==> src/rtl/alu_pkg.sv <==
// Shared constants and types for the ALU request scheduler.
// Opcodes with sel[2] set are invalid and are flagged by the external ALU.
package alu_pkg;

  localparam int unsigned ALU_DW = 2;
  localparam int unsigned ALU_SW = 3;

  localparam logic [ALU_SW-1:0] OP_ADD = 3'b000;
  localparam logic [ALU_SW-1:0] OP_SUB = 3'b001;
  localparam logic [ALU_SW-1:0] OP_AND = 3'b010;
  localparam logic [ALU_SW-1:0] OP_OR  = 3'b011;

  typedef enum logic [1:0] {
    ST_IDLE = 2'd0,
    ST_EXEC = 2'd1,
    ST_RESP = 2'd2
  } state_e;

endpackage

==> src/rtl/rr_arb2.sv <==
// Two-way round-robin arbiter with a one-hot grant.
// The pointer favours req0 after reset and moves only when advance is high.
module rr_arb2 (
  input  logic       clk,
  input  logic       rst_n,
  input  logic [1:0] req,
  input  logic       advance,
  output logic [1:0] gnt
);

  // ptr_q = 0 favours req0, ptr_q = 1 favours req1
  logic ptr_q;
  logic ptr_d;

  always_comb begin
    gnt = '0;
    if (req[0] && (!req[1] || !ptr_q)) begin
      gnt = 2'b01;
    end else if (req[1]) begin
      gnt = 2'b10;
    end
  end

  // After granting one requester, the other one gets priority.
  always_comb begin
    ptr_d = ptr_q;
    if (advance && (gnt != 2'b00)) begin
      ptr_d = gnt[0];
    end
  end

  always_ff @(posedge clk or negedge rst_n) begin
    if (!rst_n) begin
      ptr_q <= 1'b0;
    end else begin
      ptr_q <= ptr_d;
    end
  end

endmodule

==> src/rtl/alu_sched.sv <==
// Schedules two requester channels onto one external combinational ALU.
// IDLE accepts a granted request, EXEC captures ALU results, RESP holds them.
module alu_sched
  import alu_pkg::*;
#(
  parameter int unsigned DW  = ALU_DW,
  parameter int unsigned SW  = ALU_SW,
  parameter int unsigned ECW = 4
) (
  input  logic          clk,
  input  logic          rst_n,

  input  logic          req0_valid,
  output logic          req0_ready,
  input  logic [DW-1:0] req0_a,
  input  logic [DW-1:0] req0_b,
  input  logic [SW-1:0] req0_sel,

  input  logic          req1_valid,
  output logic          req1_ready,
  input  logic [DW-1:0] req1_a,
  input  logic [DW-1:0] req1_b,
  input  logic [SW-1:0] req1_sel,

  output logic [DW-1:0] alu_a,
  output logic [DW-1:0] alu_b,
  output logic [SW-1:0] alu_sel,
  input  logic [DW-1:0] alu_out,
  input  logic          alu_zero,
  input  logic          alu_carry,
  input  logic          alu_overflow,
  input  logic          alu_error,

  output logic          rsp_valid,
  input  logic          rsp_ready,
  output logic          rsp_id,
  output logic [DW-1:0] rsp_out,
  output logic          rsp_zero,
  output logic          rsp_carry,
  output logic          rsp_overflow,
  output logic          rsp_error,

  output logic [ECW-1:0] err_count
);

  state_e         state_q,     state_d;
  logic           ready_en_q,  ready_en_d;
  logic [DW-1:0]  alu_a_q,     alu_a_d;
  logic [DW-1:0]  alu_b_q,     alu_b_d;
  logic [SW-1:0]  alu_sel_q,   alu_sel_d;
  logic           rsp_valid_q, rsp_valid_d;
  logic           rsp_id_q,    rsp_id_d;
  logic [DW-1:0]  rsp_out_q,   rsp_out_d;
  logic           rsp_zero_q,  rsp_zero_d;
  logic           rsp_carry_q, rsp_carry_d;
  logic           rsp_ovf_q,   rsp_ovf_d;
  logic           rsp_err_q,   rsp_err_d;
  logic [ECW-1:0] err_count_q, err_count_d;

  logic [1:0]     arb_req;
  logic [1:0]     gnt;
  logic           xfer;

  // Requests reach the arbiter only in IDLE, and never in the first cycle
  // after reset release, so the grant doubles as the ready vector.
  always_comb begin
    arb_req = '0;
    if ((state_q == ST_IDLE) && ready_en_q) begin
      arb_req = {req1_valid, req0_valid};
    end
  end

  assign xfer = |gnt;

  rr_arb2 u_arb (
    .clk     (clk),
    .rst_n   (rst_n),
    .req     (arb_req),
    .advance (xfer),
    .gnt     (gnt)
  );

  always_comb begin
    state_d     = state_q;
    ready_en_d  = 1'b1;
    alu_a_d     = alu_a_q;
    alu_b_d     = alu_b_q;
    alu_sel_d   = alu_sel_q;
    rsp_valid_d = rsp_valid_q;
    rsp_id_d    = rsp_id_q;
    rsp_out_d   = rsp_out_q;
    rsp_zero_d  = rsp_zero_q;
    rsp_carry_d = rsp_carry_q;
    rsp_ovf_d   = rsp_ovf_q;
    rsp_err_d   = rsp_err_q;
    err_count_d = err_count_q;

    unique case (state_q)
      ST_IDLE: begin
        if (xfer) begin
          alu_a_d   = gnt[1] ? req1_a   : req0_a;
          alu_b_d   = gnt[1] ? req1_b   : req0_b;
          alu_sel_d = gnt[1] ? req1_sel : req0_sel;
          rsp_id_d  = gnt[1];
          state_d   = ST_EXEC;
        end
      end
      ST_EXEC: begin
        rsp_out_d   = alu_out;
        rsp_zero_d  = alu_zero;
        rsp_carry_d = alu_carry;
        rsp_ovf_d   = alu_overflow;
        rsp_err_d   = alu_error;
        rsp_valid_d = 1'b1;
        if (alu_error && (err_count_q != '1)) begin
          err_count_d = err_count_q + 1'b1;
        end
        state_d = ST_RESP;
      end
      ST_RESP: begin
        if (rsp_ready) begin
          rsp_valid_d = 1'b0;
          state_d     = ST_IDLE;
        end
      end
      default: begin
        rsp_valid_d = 1'b0;
        state_d     = ST_IDLE;
      end
    endcase
  end

  always_ff @(posedge clk or negedge rst_n) begin
    if (!rst_n) begin
      state_q     <= ST_IDLE;
      ready_en_q  <= 1'b0;
      alu_a_q     <= '0;
      alu_b_q     <= '0;
      alu_sel_q   <= '0;
      rsp_valid_q <= 1'b0;
      rsp_id_q    <= 1'b0;
      rsp_out_q   <= '0;
      rsp_zero_q  <= 1'b0;
      rsp_carry_q <= 1'b0;
      rsp_ovf_q   <= 1'b0;
      rsp_err_q   <= 1'b0;
      err_count_q <= '0;
    end else begin
      state_q     <= state_d;
      ready_en_q  <= ready_en_d;
      alu_a_q     <= alu_a_d;
      alu_b_q     <= alu_b_d;
      alu_sel_q   <= alu_sel_d;
      rsp_valid_q <= rsp_valid_d;
      rsp_id_q    <= rsp_id_d;
      rsp_out_q   <= rsp_out_d;
      rsp_zero_q  <= rsp_zero_d;
      rsp_carry_q <= rsp_carry_d;
      rsp_ovf_q   <= rsp_ovf_d;
      rsp_err_q   <= rsp_err_d;
      err_count_q <= err_count_d;
    end
  end

  assign req0_ready   = gnt[0];
  assign req1_ready   = gnt[1];
  assign alu_a        = alu_a_q;
  assign alu_b        = alu_b_q;
  assign alu_sel      = alu_sel_q;
  assign rsp_valid    = rsp_valid_q;
  assign rsp_id       = rsp_id_q;
  assign rsp_out      = rsp_out_q;
  assign rsp_zero     = rsp_zero_q;
  assign rsp_carry    = rsp_carry_q;
  assign rsp_overflow = rsp_ovf_q;
  assign rsp_error    = rsp_err_q;
  assign err_count    = err_count_q;

endmodule

==> config.mk <==
export PLATFORM = sky130hd
export DESIGN_NAME = alu_sched
export DESIGN_NICKNAME = d
export VERILOG_FILES = /design/src/rtl/alu_pkg.sv /design/src/rtl/rr_arb2.sv /design/src/rtl/alu_sched.sv
export SDC_FILE = /design/constraint.sdc
export NUM_CORES = 1
export LEC_CHECK = 0
export ABC_AREA = 1
export CAP_MARGIN = 20
export CELL_PAD_IN_SITES_DETAIL_PLACEMENT = 1
export CELL_PAD_IN_SITES_GLOBAL_PLACEMENT = 2
export CORE_ASPECT_RATIO = 0.6
export CORE_UTILIZATION = 38
export DETAILED_ROUTE_END_ITERATION = 16
export DONT_BUFFER_PORTS = 1
export PLACE_DENSITY_LB_ADDON = 0.15
export SLEW_MARGIN = 30
export SYNTH_ARGS = -nofsm -noshare
export SYNTH_HDL_FRONTEND = slang
export SYNTH_SLANG_ARGS = --single-unit
==> constraint.sdc <==
create_clock -name clk -period 1.85 [get_ports clk]
set_input_delay 0.4625 -clock clk [delete_from_list [all_inputs] [get_ports clk]]
set_output_delay 0.4625 -clock clk [all_outputs]
set_load 0.01 [all_outputs]
Word level (Yosys, flattened, before mapping)

Index checks and enable logic that the tools add are counted.

Reduce and logical (&&, ||, !) cells: 14
Muxes and demuxes: 11
Add/subtract/negate cells: 1
Bitwise gates (word level): 1
Eq/ne operators: 5

Operators by type and width:

| kind                                                  | number |
|---|---|
| two-way mux 2 bit                                     | 7 |
| AND reduction 2 bit                                   | 4 |
| one-hot mux 2 bit (3 select lines)                    | 1 |
| adder 4 x 1 -> 4 bit, second input constant           | 1 |
| logical AND 1 bit                                     | 4 |
| inequality test 4 bit, second input constant          | 1 |
| two-way mux 3 bit                                     | 1 |
| one-hot mux 1 bit (3 select lines)                    | 1 |
| equality test 2 x 1 -> 1 bit, second input constant   | 1 |
| equality test 2 bit, second input constant            | 1 |
| zero test 1 bit                                       | 2 |
| zero test 2 bit                                       | 1 |
| inequality test 2 x 1 -> 1 bit, second input constant | 1 |
| inequality test 2 bit, second input constant          | 1 |
| nonzero test 2 bit                                    | 1 |
| OR reduction 2 bit                                    | 1 |
| logical OR 1 bit                                      | 1 |
| two-way mux 1 bit                                     | 1 |
| NOT 1 bit                                             | 1 |

Register bits: 23
Output and inout bits: 21
Input port bits: 25

Longest topological paths before layout

Gate-level depths: netlist of run 1.

Depth in word-level cells: 10
Gate-level depth with buffers: 5
Gate-level depth less buffers: 5

Hierarchy

A second synthesis of run 1 with hierarchy kept.

Cell total of the unflattened synthesis: 134
Area total of the unflattened synthesis: 1091.0 µm²

Modules (own cells, without submodules):

| module    | cells an instance | times used | sequential area each (µm²) | area an instance (µm²) |
|---|---|---|---|---|
| alu_sched | 126               | 1          | 550.5                      | 1026.0 |
| rr_arb2   | 8                 | 1          | 25.0                       | 65.1 |

Worst setup path after synthesis of run 1

No wires, ideal clock.

Path kind: register to output
Start: register state_q[1]
End: output port req0_ready
Arrival time: 0.914 ns
Buffers on the path: 0
Setup slack: 0.473 ns
Stages on the path, launching flop included: 4
Cells stage by stage: dfrtp_1 nor2_4 nand4_2 inv_1

Word-level cells in the longest chain between the ends: 7

Ends and longest elaborated chain:

| what                   | RTL line         | RTL |
|---|---|---|
| start, declared        | alu_sched.sv:46  | `state_e state_q, state_d;` |
| start signal, assigned | alu_sched.sv:149 | `state_q <= state_d;` |
| zero test 2 bit *      | alu_sched.sv:68  | `if ((state_q == ST_IDLE) && ready_en_q) begin` |
| logical AND 1 bit *    | alu_sched.sv:68  |  |
| two-way mux 2 bit *    | alu_sched.sv:68  |  |
| zero test 1 bit        | rr_arb2.sv:17    | `if (req[0] && (!req[1] \|\| !ptr_q)) begin` |
| logical OR 1 bit       | rr_arb2.sv:17    |  |
| logical AND 1 bit *    | rr_arb2.sv:17    |  |
| two-way mux 2 bit *    | rr_arb2.sv:17    |  |
| end, declared          | alu_sched.sv:14  | `output logic req0_ready,` |

Every way passes the cells marked *; elsewhere a longest branch is shown, timed or not.

Worst setup path after layout of run 1

Start: register state_q[1]
End: output port req1_ready

Word-level cells in the longest chain between the ends: 7
Elaborated cells on any way between the ends: 8
Those cells by class: mux (3); reduce/logical (5)

Ends and longest elaborated chain:

| what                | RTL line        | RTL |
|---|---|---|
| zero test 2 bit *   | alu_sched.sv:68 |  |
| logical AND 1 bit * | alu_sched.sv:68 |  |
| two-way mux 2 bit * | alu_sched.sv:68 |  |
| zero test 1 bit     | rr_arb2.sv:17   |  |
| logical OR 1 bit    | rr_arb2.sv:17   |  |
| logical AND 1 bit   | rr_arb2.sv:17   |  |
| two-way mux 2 bit * | rr_arb2.sv:17   |  |
| end, declared       | alu_sched.sv:20 | `output logic req1_ready,` |

Marked as above.

==> results of run 1 <==
-- cells in the mapped netlist --
master / count
a21oi_2: 7
a21oi_4: 1
buf_6: 1
conb_1: 1
dfrtp_1: 23
ha_1: 1
inv_1: 13
inv_2: 3
nand2_1: 26
nand2_2: 1
nand3_1: 3
nand3_2: 1
nand3_4: 1
nand4_1: 2
nand4_2: 1
nor2_1: 7
nor2_4: 2
o21ai_0: 8
o21ai_1: 3
o21ai_2: 1
o21bai_2: 7
xnor2_1: 3
-- routing by layer --
| metal | global-route usage (%) | up-vias |
|---|---|---|
| met2 | 29.5 | 30 |
| met5 | 0 | - |
| met1 | 22.2 | 413 |
| met4 | 3.53 | 0 |
| met3 | 7.29 | 2 |
| li1 | - | 385 |
-- cell type report --
cell class / instances / area [um^2] / share of cell area, %
clock buffer: 3 / 41.3 / 3.36
clock inverter: 1 / 5.00 / 0.408
inverter: 16 / 60.1 / 4.89
multi-input combinational: 76 / 483 / 39.3
sequential: 23 / 576 / 46.9
tap: 40 / 50.0 / 4.08
timing repair buffer: 2 / 12.5 / 1.02
-- worst max path at each step --
stage / endpoint / from / cells after the start
4_1_cts: req1_ready / state_q[1]$_DFFE_PN0P_ / 3
6_report: req1_ready / state_q[1]$_DFFE_PN0P_ / 3
5_1_grt: req1_ready / u_arb.ptr_q$_DFFE_PN0P_ / 4
3_5_place_dp: alu_a[1]$_DFFE_PN0P_ / state_q[1]$_DFFE_PN0P_ / 4
2_1_floorplan: req0_ready / state_q[1]$_DFFE_PN0P_ / 3
3_3_place_gp: alu_sel[2]$_DFFE_PN0P_ / state_q[1]$_DFFE_PN0P_ / 4
-- per-stage QoR --
step | hold WS (ns) | util, %
2_1_floorplan | 0.167 | -
3_3_place_gp | 0.167 | 44.2
3_5_place_dp | 0.167 | 44.2
4_1_cts | 0.279 | 46.3
5_1_grt | 0.203 | 46.1
6_report | 0.171 | 46.1
-- placed cells by master, fill, tap and decap left out --
| cell | Yosys | layout |
|---|---|---|
| a21oi_4 | 1 | 1 |
| o21ai_2 | 1 | 1 |
| xnor2_1 | 3 | 3 |
| nand3_1 | 3 | 3 |
| nand2_1 | 26 | 26 |
| nor2_4 | 2 | 2 |
| o21bai_2 | 7 | 7 |
| nand3_2 | 1 | 1 |
| clkinv_2 | 0 | 1 |
| clkbuf_8 | 0 | 3 |
| conb_1 | 1 | 1 |
| inv_1 | 13 | 13 |
| buf_4 | 0 | 1 |
| nor2_1 | 7 | 7 |
| ha_1 | 1 | 1 |
| buf_2 | 0 | 1 |
| nand3_4 | 1 | 1 |
| nand2_2 | 1 | 1 |
| nand4_1 | 2 | 2 |
| inv_2 | 3 | 3 |
| o21ai_1 | 3 | 3 |
| a21oi_2 | 7 | 7 |
| o21ai_0 | 8 | 8 |
| dfrtp_1 | 23 | 23 |
| nand4_2 | 1 | 1 |
-- timing repair --
action                                  in CTS  in global routing
hold buffers                                 1                  0
endpoints found under the hold margin       23                  0
endpoints found under the setup margin       0                  0
-- where the power goes --
group	internal [mW]	switching, mW
combinational	0.189	0.285
sequential	0.716	0.278
clock	0.150	0.164
total	1.06	0.726
-- worst reg2reg max path, cell delays in order, from the launching register on --
cell     delay (ns)
dfrtp_1        0.46
nor2_4         0.20
nand3_2        0.34
o21ai_0        0.36
a21oi_2        0.08
-- state kept, by name (all words and copies together), names as in the netlist --
name	cells
rsp_out	2
err_count	4
alu_b	2
rsp_carry	1
rsp_zero	1
ready_en_q	1
rsp_error	1
u_arb.ptr_q	1
alu_a	2
state_q	2
rsp_overflow	1
rsp_valid	1
alu_sel	3
rsp_id	1
-- cells by family (layout without fill, tap and decap cells) --
group | Yosys count | after routing | synth area share (%)
other | 1 | 1 | 0.332
buffers and inverters | 17 | 22 | 6.31
DFF | 23 | 23 | 50.9
AOI/OAI and AO/OA | 27 | 27 | 19.5
and+or+nand+nor | 44 | 44 | 19.5
xor gates and xnor gates | 3 | 3 | 2.33
adders and majority gates | 1 | 1 | 1.11
==> metrics.cfg, run 1 <==
[setup_path]
cp.arrival_ns = 1.19
critPathLaunchType = flop
cp_max_fo = 4
ff2ff_path_depth = 4
cp_top_family = flip-flops
required_ns = 1.39
crit_path_end_kind = output pin
critPathMaxStageDelay_ns = 0.46
rr_startpoint = state_q[1]$_DFFE_PN0P_
crit_path_top_delay_cell = dfrtp_1
worst-setup-path-type = reg -> out
path_buf_inv = 1
rrSetupSlack_ns = 0.29
cp_cell_sequence = nor2_4 -> nand4_1 -> inv_1
r2r-end = alu_a[1]$_DFFE_PN0P_

[pwr]
cellLeakagePower_nw = 0.589
total_power_mw = 1.78
irDropWorstVdd_uv = 544
pwr_density_cell_nw_per_um2 = 1450

[floorplan]
dieArea_um2 = 3200
start_util_pct = 42.4
core-area_um2 = 2660
die_w_um = 72.4
die_h_um = 44.2
io_pins = 46
rows = 14

[synthesis]
synth_seq_area_share_pct = 50.9
syn_inst = 116
synth_area_leaders = dfrtp_1 (51%), nand2_1 (8.6%), o21bai_2 (7.0%)
syn_area_um2 = 1130
yosysTopAreaCellShare_pct = 50.9
synth_cell_type_count = 22
synth_nets = 142
synth_area_leader_cell = dfrtp_1
synth_warnings = 0
synth-seq-cells = 23
syn_avg_cell_area_um2 = 9.74

[routing]
drt_iter0_markers = 54
drc_errors = 0
met2_length_mm = 1.14
top_layer_used = met4
wire_per_inst_um = 15.2
wl_met1_mm = 1.10
drtPass1Iterations = 4
routed_via_density = 5.16
vias = 830
drtAntennaViolNets = 0
wl_met3_um = 199
wirelength_mm = 2.45

[sta]
postLayoutSetupSlackWorst_ns = 0.198
post-route-period-util_pct = 89.3
setup_tns_ns = 0
rsz0062_at_grt = false
slew_viol_final = 0
setup-violations-final = 0
period_needed_ns = 1.65
slew_headroom_pct = 64.2
fmax_mhz = 605
clock_skew_ns = 0.00137
worstMarginPinSlew_ns = 0.537
finalHoldViolations = 0

[placed_design]
numPlacedInstances = 156
numPortBuffers = 0
post_dp_cell_area_um2 = 1180
place_ws_ns = 0.276
gp_routability_congestion = 0.643
dp_hpwl_mm = 1.85

[clock_network]
clockBufferDepth = 2
cts.clk_slew.worst_paths_ns = 0.08
htree_levels = 1
cts_setup_buffers = 0
cts_tree = done
cts_sinks = 23
cts_root_buffer = clkbuf_8
cts_made_buffers = 3
clock_latency_ns = 0.26
ctsResizeCount = 0

[finish]
n_fill_cell = 320
area_delta_synth_final_pct = 8.64
stdcell_area_um2 = 1230
insertedDiodeCount = 0
drive_above_1_share_pct = 25.6
layoutNonFillerInstCount = 161
layout.nets = 148

[run_status]
status = finished clean

[grt]
grtUsageTotal_pct = 17.8
grt_max_degree = 24
globalRouteOverflowTotal = 0
antenna_found_initial = 0
grt_pass1_wl_mm = 4.15
grt_pass1_vias = 888

[flow_run]
cap_violations = 0

[min_path]
hold_path_class = in -> async

(Power assumes the default switching activity.)
==> run 2, diff against run 1 <==
- PLACE_DENSITY: default -> 0.77
- PLACE_DENSITY_LB_ADDON: 0.15 -> default
==> run 2 against run 1 <==
  * Non-clock buffer count unchanged
  * Sequential share of layout area about the same
  * Core utilization about the same
  * Die area unchanged
  * Clock skew up 0.00082 ns
  * Cell count unchanged
  * Register-to-register slack better by 0.06 ns
  * Flip-flop and latch count unchanged
  * Largest power group unchanged
==> metrics.cfg, run 2 (synthesis gave the netlist of run 1 again) <==
[run_status]
status = finished clean

[setup_path]
critPathLaunchType = flop
critPathLaunch = state_q[1]$_DFFE_PN0P_
worst-setup-path-type = reg -> out
cp.arrival_ns = 1.21
required_ns = 1.39
rrSetupSlack_ns = 0.35
crit_path_end_kind = output pin
rr_startpoint = state_q[1]$_DFFE_PN0P_
cp_max_fo = 4

[pwr]
seqPwrFrac_pct = 55.9
combPwrFrac_pct = 26.6
pwr-share-clk_pct = 17.5
pwr_density_cell_nw_per_um2 = 1440
irDropWorstVdd_uv = 539
p_sw_share_pct = 40.2
cellLeakagePower_nw = 0.587
p_int_mw = 1.06
p_sw_uw = 710

[clock_network]
ctsResizeCount = 0
cts_setup_buffers = 0
cts_made_buffers = 3
clock_latency_ns = 0.26
cts_sinks = 23
clockBufferDepth = 2
htree_levels = 1
cts.clk_slew.worst_paths_ns = 0.08
cts_tree = done
cts_root_buffer = clkbuf_8

[min_path]
hold_path_class = in -> async

[finish]
n_fill_cell = 315
area_delta_synth_final_pct = 8.53
layout.nets = 148
drive_above_1_share_pct = 24.8
layout_common_cells = nand2_1 (26), dfrtp_1 (23), inv_1 (13), o21ai_0 (8)
seqCellArea_um2 = 576
insertedDiodeCount = 0
final_util_pct = 46.1
multiInputGateArea_um2 = 483
final_common_cell = nand2_1
largest_register_ffs = 4

[routing]
routed_via_density = 5.01
drtAntennaViolNets = 0
wirelength_mm = 2.40
drtPass1Iterations = 4
wire_per_inst_um = 14.9
vias = 806
drc_errors = 0
drt_iter0_markers = 20

[sta]
rsz0062_at_grt = false
setup_tns_ns = 0
finalHoldViolations = 0
slew_headroom_pct = 65.1
post-route-period-util_pct = 90.2
clock_skew_ns = 0.00219
setup-violations-final = 0
slew_viol_final = 0
worstMarginPinSlew_ns = 0.523
period_needed_ns = 1.67
fmax_mhz = 599

[flow_run]
cap_violations = 0

[grt]
globalRouteOverflowTotal = 0
grt_max_degree = 24
antenna_found_initial = 0
grtUsageTotal_pct = 17.9
grt_pass1_wl_mm = 4.09
grt_pass1_vias = 875

[floorplan]
die_w_um = 72.4
die_h_um = 44.2
rows = 14
io_pins = 46
start_util_pct = 42.4
dieArea_um2 = 3200
core-area_um2 = 2660

[placed_design]
numPortBuffers = 0
dp_hpwl_mm = 1.86
gp_routability_congestion = 0.706

run 2: timing repair:
item / CTS / global route
endpoints found under the hold margin: 23 / 0
setup endpoints to repair: 0 / 0
hold buffers: 1 / 0
run 2: worst paths after layout:
| check | depth (start not counted) | endpoint |
|---|---|---|
| min in group clk | 1 | state_q[1]$_DFFE_PN0P_ |
| max | 3 | req1_ready |
| max reg2reg | 4 | alu_sel[1]$_DFFE_PN0P_ |
| min reg2reg | 2 | u_arb.ptr_q$_DFFE_PN0P_ |
| max in group asynchronous | 1 | alu_a[1]$_DFFE_PN0P_ |
| min | 1 | rsp_zero$_DFFE_PN0P_ |
run 2: metal layers:
layer / vias up / share of wire (%) / global-route usage (%)
met5: - / 0 / 0
met4: 0 / 1.7 / 8.24
met3: 6 / 7.8 / 7.52
met2: 27 / 44 / 27.1
met1: 392 / 47 / 22.4
li1: 381 / - / -
run 2: worst max-delay path, cell delays in order, from the launching register on:
cell and delay, ns:
dfrtp_1 0.46, nor2_4 0.19, nand4_1 0.16, inv_1 0.14
run 2: cell type report:
cell class | instances | share of cell area [%]
Clock buffer | 4 | 3.67
Inverter | 16 | 4.90
Multi-Input combinational cell | 76 | 39.4
Sequential cell | 23 | 46.9
Tap cell | 40 | 4.08
Timing Repair Buffer | 2 | 1.02
run 2: stage by stage:
| stage | total power, mW | setup WS [ns] | area, um^2 | cells | hold WS (ns) |
|---|---|---|---|---|---|
| floorplan | 1.35 | 0.473 | 1130 | 116 | 0.167 |
| global placement | 1.44 | 0.419 | 1180 | 156 | 0.167 |
| detailed placement | 1.47 | 0.355 | 1180 | 156 | 0.167 |
| CTS | 1.80 | 0.163 | 1230 | 161 | 0.280 |
| global route | 1.93 | 0.0810 | 1230 | 161 | 0.189 |
| finish | 1.77 | 0.181 | 1230 | 161 | 0.163 |
run 2: power groups by stage:
stage	sequential [mW]	combinational, mW	clock (mW)
2_1_floorplan	0.954	0.398	0
3_3_place_gp	0.997	0.446	0
5_1_grt	1.02	0.566	0.341
4_1_cts	0.992	0.482	0.326
3_5_place_dp	1.00	0.468	0
6_report	0.989	0.470	0.310
